File: src/rtl/skeeball_ball_detect_if.sv
// Sensor-side and game-state signals of the skeeball ball detector.
// The bench drives the master side. The detector uses the slave side.
interface skeeball_ball_detect_if;
    logic       start;
    logic [6:0] sens;
    logic [6:0] hit;
    logic       ball_valid;
    logic [3:0] balls_left;
    logic       game_active;
    logic       game_over;

    modport master (
        output start,
        output sens,
        input  hit,
        input  ball_valid,
        input  balls_left,
        input  game_active,
        input  game_over
    );

    modport slave (
        input  start,
        input  sens,
        output hit,
        output ball_valid,
        output balls_left,
        output game_active,
        output game_over
    );
endinterface

File: src/rtl/skeeball_ball_detect.sv
// Synchronizes, debounces and arbitrates the seven hole sensors.
// Emits one one-hot hit pulse per ball and runs the IDLE/PLAY/OVER game state.
module skeeball_ball_detect #(
    parameter int DEBOUNCE_CYCLES = 16,
    parameter int BALLS_PER_GAME  = 9
) (
    input  logic                  clk,
    input  logic                  rst_n,
    skeeball_ball_detect_if.slave bus
);
    localparam int         SENS_W     = 7;
    localparam logic [7:0] CNT_MAX    = 8'(DEBOUNCE_CYCLES - 1);
    localparam logic [3:0] BALLS_INIT = 4'(BALLS_PER_GAME);

    typedef enum logic [1:0] {
        IDLE = 2'd0,
        PLAY = 2'd1,
        OVER = 2'd2
    } state_t;

    logic [SENS_W-1:0] sync_p0;
    logic [SENS_W-1:0] sync_p1;
    logic [SENS_W-1:0] db_p2;
    logic [7:0]        cnt_p2 [SENS_W];
    logic [SENS_W-1:0] db_dly_p3;
    logic [SENS_W-1:0] cand;

    state_t            state;
    state_t            state_nxt;
    logic [3:0]        balls;
    logic [3:0]        balls_nxt;
    logic [SENS_W-1:0] hit_q;
    logic [SENS_W-1:0] hit_nxt;
    logic              vld_q;

    // Keeps only the highest-valued candidate so the output stays one-hot.
    function automatic logic [SENS_W-1:0] pick_highest(input logic [SENS_W-1:0] c);
        logic [SENS_W-1:0] r;
        r = '0;
        for (int i = 0; i < SENS_W; i++) begin
            if (c[i]) r = SENS_W'(1) << i;
        end
        return r;
    endfunction

    function automatic logic [3:0] sat_dec(input logic [3:0] v);
        return (v == 4'd0) ? 4'd0 : v - 4'd1;
    endfunction

    // Stage p0/p1: two-flop synchronizer.
    // Stage p2: per-bit debounce. The state flips only after CNT_MAX+1 differing cycles.
    always_ff @(posedge clk) begin
        if (!rst_n) begin
            sync_p0 <= '0;
            sync_p1 <= '0;
            db_p2   <= '0;
            for (int i = 0; i < SENS_W; i++) begin
                cnt_p2[i] <= '0;
            end
        end else begin
            sync_p0 <= bus.sens;
            sync_p1 <= sync_p0;
            for (int i = 0; i < SENS_W; i++) begin
                if (sync_p1[i] == db_p2[i]) begin
                    cnt_p2[i] <= '0;
                end else if (cnt_p2[i] == CNT_MAX) begin
                    db_p2[i]  <= sync_p1[i];
                    cnt_p2[i] <= '0;
                end else begin
                    cnt_p2[i] <= cnt_p2[i] + 8'd1;
                end
            end
        end
    end

    // Stage p3: delayed debounced state used for rising-edge detection.
    always_ff @(posedge clk) begin
        if (!rst_n) begin
            db_dly_p3 <= '0;
        end else begin
            db_dly_p3 <= db_p2;
        end
    end

    assign cand = db_p2 & ~db_dly_p3;

    always_ff @(posedge clk) begin
        if (!rst_n) begin
            state <= IDLE;
            balls <= '0;
            hit_q <= '0;
            vld_q <= 1'b0;
        end else begin
            state <= state_nxt;
            balls <= balls_nxt;
            hit_q <= hit_nxt;
            vld_q <= |hit_nxt;
        end
    end

    // A start in PLAY restarts the game and drops any candidate in the same cycle.
    always_comb begin
        state_nxt = state;
        balls_nxt = balls;
        hit_nxt   = '0;
        case (state)
            IDLE: begin
                if (bus.start) begin
                    state_nxt = PLAY;
                    balls_nxt = BALLS_INIT;
                end
            end
            PLAY: begin
                if (bus.start) begin
                    balls_nxt = BALLS_INIT;
                end else if ((cand != '0) && (balls != 4'd0)) begin
                    hit_nxt   = pick_highest(cand);
                    balls_nxt = sat_dec(balls);
                    if (balls == 4'd1) state_nxt = OVER;
                end
            end
            OVER: begin
                if (bus.start) begin
                    state_nxt = PLAY;
                    balls_nxt = BALLS_INIT;
                end
            end
            default: begin
                state_nxt = IDLE;
                balls_nxt = '0;
            end
        endcase
    end

    assign bus.hit         = hit_q;
    assign bus.ball_valid  = vld_q;
    assign bus.balls_left  = balls;
    assign bus.game_active = (state == PLAY);
    assign bus.game_over   = (state == OVER);
endmodule

File: src/flat_wrapper.sv
// flat-port wrapper written by rule: the top's interface ports become plain ports
module skeeball_ball_detect_flat 
#(
    parameter int DEBOUNCE_CYCLES = 16,
    parameter int BALLS_PER_GAME  = 9
)
  (clk, rst_n, bus_start, bus_sens, bus_hit, bus_ball_valid, bus_balls_left, bus_game_active, bus_game_over);
  skeeball_ball_detect_if bus_i ();
  input  logic clk;
  input  logic rst_n;
  input wire logic [$bits(bus_i.start)-1:0] bus_start;
  input wire logic [$bits(bus_i.sens)-1:0] bus_sens;
  output wire logic [$bits(bus_i.hit)-1:0] bus_hit;
  output wire logic [$bits(bus_i.ball_valid)-1:0] bus_ball_valid;
  output wire logic [$bits(bus_i.balls_left)-1:0] bus_balls_left;
  output wire logic [$bits(bus_i.game_active)-1:0] bus_game_active;
  output wire logic [$bits(bus_i.game_over)-1:0] bus_game_over;
  assign bus_i.start = bus_start;
  assign bus_i.sens = bus_sens;
  assign bus_hit = bus_i.hit;
  assign bus_ball_valid = bus_i.ball_valid;
  assign bus_balls_left = bus_i.balls_left;
  assign bus_game_active = bus_i.game_active;
  assign bus_game_over = bus_i.game_over;
  skeeball_ball_detect #(.DEBOUNCE_CYCLES(DEBOUNCE_CYCLES), .BALLS_PER_GAME(BALLS_PER_GAME)) u_core (.clk(clk), .rst_n(rst_n), .bus(bus_i));
endmodule
File: config.mk
export PLATFORM = sky130hd
export DESIGN_NAME = skeeball_ball_detect_flat
export DESIGN_NICKNAME = d
export VERILOG_FILES = /design/src/rtl/skeeball_ball_detect_if.sv /design/src/rtl/skeeball_ball_detect.sv /design/src/flat_wrapper.sv
export SDC_FILE = /design/constraint.sdc
export NUM_CORES = 1
export LEC_CHECK = 0
export ABC_AREA = 0
export BUFFER_PORTS_ARGS = -buffer_cell sky130_fd_sc_hd__buf_2
export CAP_MARGIN = 20
export CORE_MARGIN = 2
export CORE_UTILIZATION = 60
export CTS_BUF_LIST = sky130_fd_sc_hd__clkbuf_8 sky130_fd_sc_hd__clkbuf_16
export DETAILED_ROUTE_END_ITERATION = 12
export HOLD_SLACK_MARGIN = 0.05
export PLACE_DENSITY = 0.79
export SETUP_SLACK_MARGIN = 0.05
export SYNTH_ARGS = -nofsm -noshare
export SYNTH_HDL_FRONTEND = slang
export SYNTH_SLANG_ARGS = --single-unit
File: constraint.sdc
create_clock -name clk -period 1.7 [get_ports clk]
set_input_delay 0.17 -clock clk [delete_from_list [all_inputs] [get_ports clk]]
set_output_delay 0.17 -clock clk [all_outputs]
set_load 0.01 [all_outputs]
==> metrics.txt <==
DR vias=2786; worst-path maximum fanout=8; met1 WL=3.02 mm; total of max-cap violations=0; Peak supply drop=0.550 mV; I/O Buffers=23; Antenna Cells=0; Layout fillers=496; number of synthesized flops with an enable pin=56; min-delay worst type=primary input to register; DR WL met2=3.26 mm; WP data arrival=1.75 ns; global route overflow=0; Die Ht=88.4 um; pre-CTS WS=0.0887 ns; FF/Latch Area=0.00252 mm2; Clock Power Share=30.6%; Worst-path clk slew=0.08 ns; Setup Skew=0.00870 ns; Synth Area in Simple Gates=23.5%; CTS tree=yes; Distinct cells, synth=42; first drt pass iteration count=4; pwr/cell area=824 mW/mm2; Die X=88.4 um; WP data required=1.91 ns; fin nets=495; Non-Filler Instances=578; # setup viols final=0; Core Area=0.00683 mm2; final worst slack=0.164 ns; largest family of logic cells by synthesized area=simple AND/OR/NAND/NOR gates; antenna violations before repair=0; final wirelength=6.62 mm; leakage=2.04 nW; XOR/XNOR Fraction of Synth Area=10.0%; P&R area growth vs syn=17.3%; clock tree buffer depth=2; Switching Fraction=22.0%; vias in the first global route=2592; adder-cell area share of the yosys netlist=2.05%; TritonCTS Sinks=98; dpl hpwl=4.72 mm; post-route ant nets=0; Pwr Total=0.00413 W; Compound-Gate Fraction of Synth Area=2.99%; Placed Cells=556; Synth Register Bits=98; Avg Synthesized Cell Area=11.2 um2; Post-Syn Instances=381; Rows=30; Min Hold Slack=0.127 ns; Num CTS Buffers=9; mux share of post-synthesis cell area=0.936%; Flop pwr share=64.2%; Setup TNS Final=0 ns; Max Freq=0.651 GHz; unrepaired setup endpoints after global routing=false; CTS root buf=clkbuf_8; Logic pwr share=5.3%; Setup Fix Bufs, Post-CTS=0; Die Area=0.00782 mm2; number of synthesis warnings=0; post-DR vias/cell=4.82; fin. max-slew vios=0; initial DRC count=79; Final Hold Viols=0; layout cells sized above 1=12.0%; post-synthesis sequential area ratio=59.0%; final RePlAce weighted congestion=0.885; CP Capture Type=register; WL met3=192 um; synthesized area=0.00428 mm2; first-pass GRT wire length=11.0 mm; wire per inst=11.5 um; initial core utilization=62.6%; status=complete, no violations; P_int=0.00322 W; Final min period=1.54 ns; Crit Path Category=register to register; area of the multi-input gates=0.00195 mm2; asr flop ratio synth=0%; ys flop type=edfxtp_1; CTS H-tree depth=3; Top Ports=24; final worst path period share=90.3%; GR Util All Layers=18.5%; DRC violations left=0; Net Sw Power=0.000907 W; largest net degree at the start of global routing=24; worst skew pair latency=0.36 ns; highest metal used=met4; Startpoint Class=register
[repair_timing]
| item | CTS | global route |
|---|---|---|
| hold buffers | 7 | 0 |
| endpoints found under the hold margin | 7 | 0 |
| pin swaps | 0 | 0 |
| setup endpoints to repair | 1 | 44 |
| resized for setup | 1 | 9 |
[cells in the mapped netlist (all sizes together), types with 3 or more instances]
cell | instances | area share (%)
nor2 | 69 | 6.2
edfxtp | 56 | 39
dfxtp | 42 | 20
nand3 | 35 | 4.1
xor2 | 31 | 6.4
and2 | 21 | 3.1
xnor2 | 18 | 3.7
nand2 | 15 | 1.3
and3 | 13 | 1.9
nand2b | 10 | 1.7
inv | 9 | 0.79
nor4 | 9 | 1.5
ha | 7 | 2.0
a21boi | 6 | 1.1
nor2b | 5 | 0.73
clkbuf | 4 | 0.35
mux2i | 4 | 0.94
nand3b | 4 | 0.70
nor3 | 3 | 0.35
[state kept, by name (all words and copies together) (netlist names)]
signal	flops
u_core.bus.ball_valid	1
u_core.bus.balls_left	4
u_core.bus.hit	7
u_core.cnt_p2	56
u_core.db_dly_p3	7
u_core.db_p2	7
u_core.state	2
u_core.sync_p0	7
u_core.sync_p1	7
[per-stage QoR]
| stage | area [um2] | util, % |
|---|---|---|
| after global placement | 4740 | 69.3 |
| after detailed placement | 4740 | 69.3 |
| after global routing | 5010 | 73.4 |
| final | 5010 | 73.4 |
| after CTS | 4970 | 72.7 |
| after floorplan | 4480 | - |
[per-layer routing]
layer,global-route usage [%],up-vias
met5,0,-
met4,9.50,0
met3,3.54,13
met2,30.9,33
met1,22.9,1290
li1,-,1450
[worst max-delay path, stage by stage, from the launching register on]
cell and delay [ns]:
edfxtp_1 0.45, ha_1 0.26, and3_1 0.24, nand2_1 0.11, nand3_2 0.18, nor2_1 0.16
[cell type report]
class                   count  area share, %
repair buffers             36           4.59
multi-input cells         324           38.9
clock buffers              10           2.74
inverters                   9          0.674
flip-flops and latches     98           50.3
clock inverters             5          0.399
well taps                  96           2.40
[path summary, 6_finish.rpt]
check | from | endpoint | slack, ns | cells after the start
worst max-delay path | u_core.cnt_p2[0][48]$_SDFFCE_PN0P_ | u_core.cnt_p2[0][54]$_SDFFCE_PN0P_ | 0.16 | 5
worst min-delay path | bus_start | u_core.state[0]$_SDFFE_PN0P_ | 0.13 | 3
worst max register to register | u_core.cnt_p2[0][48]$_SDFFCE_PN0P_ | u_core.cnt_p2[0][54]$_SDFFCE_PN0P_ | 0.16 | 5
worst min register to register | u_core.sync_p0[5]$_SDFF_PN0_ | u_core.sync_p1[5]$_SDFF_PN0_ | 0.44 | 1
[cells in the final DEF (no fill, tap or decap), drive strengths merged, types with 3 or more instances in the layout]
master       count
clkbuf          10
buf             29
and3            13
xor2            31
nor4             9
ha               7
nor3             3
nand3b           4
a21boi           6
nor2            69
nand2           15
nand2b          10
nand3           35
xnor2           18
dlygate4sd3      7
conb            56
mux2i            4
dfxtp           42
and2            21
inv             13
nor2b            5
edfxtp          56
[cells by family (layout without fill, tap and decap cells)]
group | after synthesis | after routing
AND/OR/NAND/NOR | 191 | 191
flip-flops | 98 | 98
adder cells (fa/ha/maj) | 7 | 7
AO/OA/AOI/OAI | 17 | 17
buffers and inverters | 14 | 60
other | 1 | 56
XOR/XNOR | 49 | 49
multiplexers | 4 | 4
[power groups by stage]
stage               Combinational (W)  Sequential [W]  Clock (W)
floorplan                    0.000150         0.00269          0
global placement             0.000191         0.00270          0
detailed placement           0.000194         0.00270          0
CTS                          0.000209         0.00265    0.00129
global route                 0.000250         0.00266    0.00138
finish                       0.000218         0.00265    0.00126
(Power assumes the default switching activity.)
